==> src/rtl/sa_result_writeback.sv <==
// sa_result_writeback: snapshots the systolic accumulator matrix, requantizes it to 8 bits
// and drains it into SRAM as one packed row per cycle.
module sa_result_writeback #(
    parameter int N      = 8,
    parameter int ACC_W  = 20,
    parameter int OUT_W  = 8,
    parameter int ADDR_W = 12
) (
    input  logic                                clk,
    input  logic                                rst_n,
    input  logic                                start,
    input  logic [ADDR_W-1:0]                   base_addr,
    input  logic [4:0]                          shift,
    input  logic [N-1:0][N-1:0][ACC_W-1:0]      acc_in,
    output logic                                wsbn,
    output logic [ADDR_W-1:0]                   waddr,
    output logic [63:0]                         wdata,
    output logic                                busy,
    output logic                                done
);
    localparam int RW = (N > 1) ? $clog2(N) : 1;
    localparam logic [4:0] SMAX = 5'(ACC_W - 1);
    localparam logic signed [ACC_W:0] QMAX = (ACC_W+1)'(2**(OUT_W-1) - 1);
    localparam logic signed [ACC_W:0] QMIN = -QMAX - 1;

    typedef enum logic [1:0] {IDLE, WRITE, FIN} state_t;

    state_t                            state_q;
    logic [N-1:0][N-1:0][ACC_W-1:0]    snap_q;
    logic [ADDR_W-1:0]                 base_q, waddr_q;
    logic [4:0]                        shift_q;
    logic [RW-1:0]                     row_q;
    logic [63:0]                       wdata_q, word_d;
    logic                              wsbn_q, busy_q, done_q;

    // One extra bit of headroom keeps the rounding add from overflowing.
    function automatic logic [OUT_W-1:0] requant(input logic [ACC_W-1:0] v, input logic [4:0] s);
        logic signed [ACC_W:0] x, half;
        x = $signed({v[ACC_W-1], v});
        half = (s == 5'd0) ? '0 : $signed((ACC_W+1)'(1) << (s - 5'd1));
        x = (x + half) >>> s;
        return (x > QMAX) ? QMAX[OUT_W-1:0] : (x < QMIN) ? QMIN[OUT_W-1:0] : x[OUT_W-1:0];
    endfunction

    always_comb begin
        word_d = '0;
        for (int c = 0; c < N; c++)
            word_d[c*OUT_W +: OUT_W] = requant(snap_q[row_q][c], shift_q);
    end

    always_ff @(posedge clk or negedge rst_n) begin
        if (!rst_n) begin
            state_q <= IDLE;
            snap_q  <= '0;
            base_q  <= '0;
            shift_q <= '0;
            row_q   <= '0;
            waddr_q <= '0;
            wdata_q <= '0;
            wsbn_q  <= 1'b1;
            busy_q  <= 1'b0;
            done_q  <= 1'b0;
        end else begin
            wsbn_q <= state_q != WRITE;
            busy_q <= state_q == WRITE;
            done_q <= state_q == FIN;
            case (state_q)
                IDLE: if (start) begin
                    snap_q  <= acc_in;
                    base_q  <= base_addr;
                    shift_q <= (shift > SMAX) ? SMAX : shift;
                    row_q   <= '0;
                    state_q <= WRITE;
                end
                WRITE: begin
                    waddr_q <= base_q + ADDR_W'(row_q);
                    wdata_q <= word_d;
                    row_q   <= row_q + 1'b1;
                    if (row_q == RW'(N - 1)) state_q <= FIN;
                end
                default: state_q <= IDLE;
            endcase
        end
    end

    assign wsbn  = wsbn_q;
    assign waddr = waddr_q;
    assign wdata = wdata_q;
    assign busy  = busy_q;
    assign done  = done_q;
endmodule

==> config.mk <==
export PLATFORM = sky130hd
export DESIGN_NAME = sa_result_writeback
export DESIGN_NICKNAME = d
export VERILOG_FILES = /design/src/rtl/sa_result_writeback.sv
export SDC_FILE = /design/constraint.sdc
export NUM_CORES = 2
export LEC_CHECK = 0
export CAP_MARGIN = 0
export CELL_PAD_IN_SITES_DETAIL_PLACEMENT = 1
export CELL_PAD_IN_SITES_GLOBAL_PLACEMENT = 1
export CORE_AREA = 4 4 528 530
export CTS_BUF_LIST = sky130_fd_sc_hd__clkbuf_4 sky130_fd_sc_hd__clkbuf_8 sky130_fd_sc_hd__clkbuf_16
export CTS_CLUSTER_DIAMETER = 150
export CTS_CLUSTER_SIZE = 30
export DETAILED_ROUTE_END_ITERATION = 8
export DIE_AREA = 0 0 532 534
export PLACE_DENSITY = 0.61
export SLEW_MARGIN = 20
export SYNTH_ARGS = -nofsm -noshare
export SYNTH_HDL_FRONTEND = slang
export SYNTH_SLANG_ARGS = --single-unit
==> constraint.sdc <==
create_clock -name clk -period 10.4 [get_ports clk]
set_input_delay 2.08 -clock clk [delete_from_list [all_inputs] [get_ports clk]]
set_output_delay 2.08 -clock clk [all_outputs]
set_load 0.02 [all_outputs]
==> metrics.md <==
| Metric | Value |
|---|---|
| Combinational power share | 0.693 |
| Root Driver | clkbuf_16 |
| Starting density of the core | 0.308 |
| Leakage | 0.0472 uW |
| Slew margin rel. | 0.153 |
| First-pass iteration count of the detailed router | 8 |
| CP arrival | 8.91 ns |
| Die area | 284000 sq um |
| Antenna violations before repair | 255 |
| Drt drc | 0 |
| RSZ-0062 raised after global routing | no |
| Largest buffer count on any clock path | 3 |
| RR Startpoint | row_q[1] |
| DR vias/cell | 5.64 |
| Syn_nets | 11300 |
| CTS Hold Buffers Added | 0 |
| Clock sinks | 1381 |
| Synth area leaders | dfrtp_1 (41%), nand2_1 (19%), mux4_2 (6.7%) |
| Chip Width | 532 um |
| Part of the power in the clock network | 0.071 |
| Crit Path Category | reg -> reg |
| Power Dens Cells | 396 nW/um^2 |
| Layout cells sized above 1 | 0.0883 |
| CORE AREA | 273000 sq um |
| Clk pin slew, worst setup/hold paths | 0.13 ns |
| Final Max Slew Viols | 0 |
| Post-CTS Resized | 0 |
| Sequential share of power | 0.236 |
| Worst Hold End | snap_q[524] |
| Yosys cell types | 144 |
| CP bufs+invs | 2 |
| First-pass GRT wire length | 689 mm |
| Worst-Skew Late Latency | 0.81 ns |
| Hold Crit Depth | 2 |
| Worst Hold Class | reg -> reg |
| WP data required | 11.14 ns |
| H-tree levels | 2 |
| Primary FF master, synth | dfrtp_1 |
| GRT Util Overall | 0.341 |
| GPL Wtd Cong | 0.961 |
| Cell taking the most area after synthesis | dfrtp_1 |
| Site Rows | 192 |
| Upper clock frequency limit | 122 MHz |
| Top-area cell type share of the netlist area | 0.411 |
| Antenna-violating nets left | 0 |
| Crit path from | row_q[1] |
| Critical R2R Capture | wdata[16] |
| Sw Share | 0.549 |
| DR WL/cell | 34.3 um |
| Die Ht | 534 um |
| Register area share after synthesis | 0.411 |
| Mapped Cells | 9926 |
| Synth Register Bits | 1381 |
| Asr flop ratio synth | 1.00 |
| Fin cells | 14600 |
| 1st-iter DRT viols | 8487 |
| Number of global-route vias before repair | 83200 |
| Crit path max-delay family | compound AO/OA/AOI/OAI gates |
| CP Cell Sequence | buf_4, buf_4, mux4_2, mux2_2, ha_1, nand2_1, nor3_1, nand2_1, o311ai_1, xor2_1, a211oi_1, a221oi_1, a221oi_1, nand4bb_1, o41ai_2, a21boi_0, o22a_1 |
| Via count | 82400 |
| Largest net degree at the start of global routing | 228 |
| Worst Setup Start Kind | flip-flop |
| Overall power | 41000 uW |
| CTS buffer count | 53 |
| I/O Pins | 1379 |
| Worst Path Max Fanout | 38 |
| Crit. End Element | flip-flop |
| PortBufs | 1378 |
| Dpl hpwl | 398 mm |
| Grt total ovfl | 0 |
| Cells on worst reg2reg path | 17 |
| CP max stage cell | xor2_1 |
| Yosys warns | 0 |
| CTS tree | done |
| Max_cap viols | 0 |
| WL final | 502 mm |
| Pre-CTS setup slack | 2.42 ns |
| HP Start | snap_q[524] |
| Switching Power | 22500 uW |
| Tcrit/Tclk final | 0.786 |
| Final setup viols | 0 |
| Final hold violation count | 0 |
| Status | finished, final reports clean |
| Post-synth EDFFs | 0 |
| Cell Int Power | 18500 uW |
| Setup TNS | 0 ns |
| Clock skew | 0.0474 ns |
| Syn_area_per_cell | 8.47 sq um |
| Placed cells | 14400 |
| Min cycle time layout | 8.18 ns |
| Synthesis-to-layout area growth | 22.9% |
| Reg2Reg Setup Slack | 2.22 ns |
| Setup Buffers After CTS | 0 |
| CP peak stage delay | 0.86 ns |
| Final nets | 12300 |
| Mapped cell area | 84100 sq um |
| Worst vdd ir | 0.196 mV |
| PnR worst setup slack | 2.22 ns |
| Worst slew pin tran | 1.27 ns |
[final cells by class]
cell class	count	area, sq um
fill	32000	170000
multi-input combinational	7811	46600
sequential	1381	34600
timing repair buffer	1555	15500
tap	3589	4490
clock buffer	63	1410
inverter	89	343
antenna	112	280
clock inverter	8	120
[tightest hold or removal path: cells and delay by family, from the launching register on]
| kind | cells | cell delay, ns |
|---|---|---|
| DFF | 1 | 0.35 |
| and+or+nand+nor | 2 | 0.10 |
[power groups by stage]
| stage | clock network (uW) | registers (uW) | logic (uW) |
|---|---|---|---|
| floorplan | 0 | 9020 | 16900 |
| global placement | 0 | 9570 | 27600 |
| detailed placement | 0 | 9720 | 27700 |
| CTS | 3010 | 9610 | 27800 |
| global route | 3170 | 9900 | 30100 |
| finish | 2930 | 9650 | 28400 |
[Yosys cell counts (all sizes together) (23+ instances only)]
cell type / instances
a211o: 36
a211oi: 118
a21o: 61
a21oi: 284
a221oi: 23
a22o: 33
a22oi: 69
a31o: 24
a31oi: 69
and2: 60
and3: 41
buf: 145
clkbuf: 500
dfrtp: 1380
ha: 118
inv: 87
mux2: 231
mux2i: 229
mux4: 252
nand2: 4241
nand2b: 42
nand3: 109
nand4: 37
nor2: 383
nor2b: 28
nor3: 108
nor4: 33
o211ai: 85
o21a: 36
o21ai: 239
o221ai: 26
o22a: 35
o22ai: 82
o31ai: 54
or2: 27
or3: 40
xnor2: 147
xor2: 47
[metrics by stage]
step / utilization / area [sq um] / hold slack, ns
global route: 0.378 / 103000 / 0.501
detailed placement: 0.371 / 102000 / 0.457
CTS: 0.377 / 103000 / 0.487
finish: 0.378 / 103000 / 0.484
floorplan: - / 84100 / 0.438
global placement: 0.371 / 102000 / 0.452
[how the worst max path moves through the flow]
stage	slack, ns	depth (start not counted)	endpoint
after detailed placement	2.42	17	wdata[16]
after floorplan	2.49	29	wdata[49]
after global routing	1.71	17	wdata[16]
after CTS	2.32	17	wdata[16]
after global placement	2.59	18	wdata[21]
final	2.22	17	wdata[16]
[kinds of logic after synthesis]
group | synth area share
AOI/OAI and AO/OA | 0.134
xor gates and xnor gates | 0.0208
DFF | 0.411
buffers and inverters | 0.0363
muxes | 0.127
and+or+nand+nor | 0.252
adders and majority gates | 0.0191
[registers in the layout (all words and copies together), names as in the netlist]
name and cells:
base_q 12, busy 1, waddr 12, wdata 64
done 1, shift_q 5, row_q 3, wsbn 1
state_q 2, snap_q 1280
[metal layers]
metal | up-vias | track usage | share of wire
met5 | - | 0 | 0.0014
met1 | 42700 | 0.487 | 0.46
met3 | 685 | 0.0602 | 0.061
li1 | 36000 | - | -
met2 | 2877 | 0.512 | 0.44
met4 | 104 | 0.131 | 0.040
[cells in the final DEF, fill, tap and decap left out, drive strengths merged, types with 82 or more instances in the layout]
cell type / n
nand2: 4241
dfrtp: 1380
clkdlybuf4s50: 1377
nor2: 383
a21oi: 284
mux4: 252
o21ai: 239
mux2: 231
mux2i: 229
buf: 178
xnor2: 147
ha: 118
a211oi: 118
diode: 112
nand3: 109
nor3: 108
inv: 90
o211ai: 85
o22ai: 82
(Power assumes the default switching activity.)
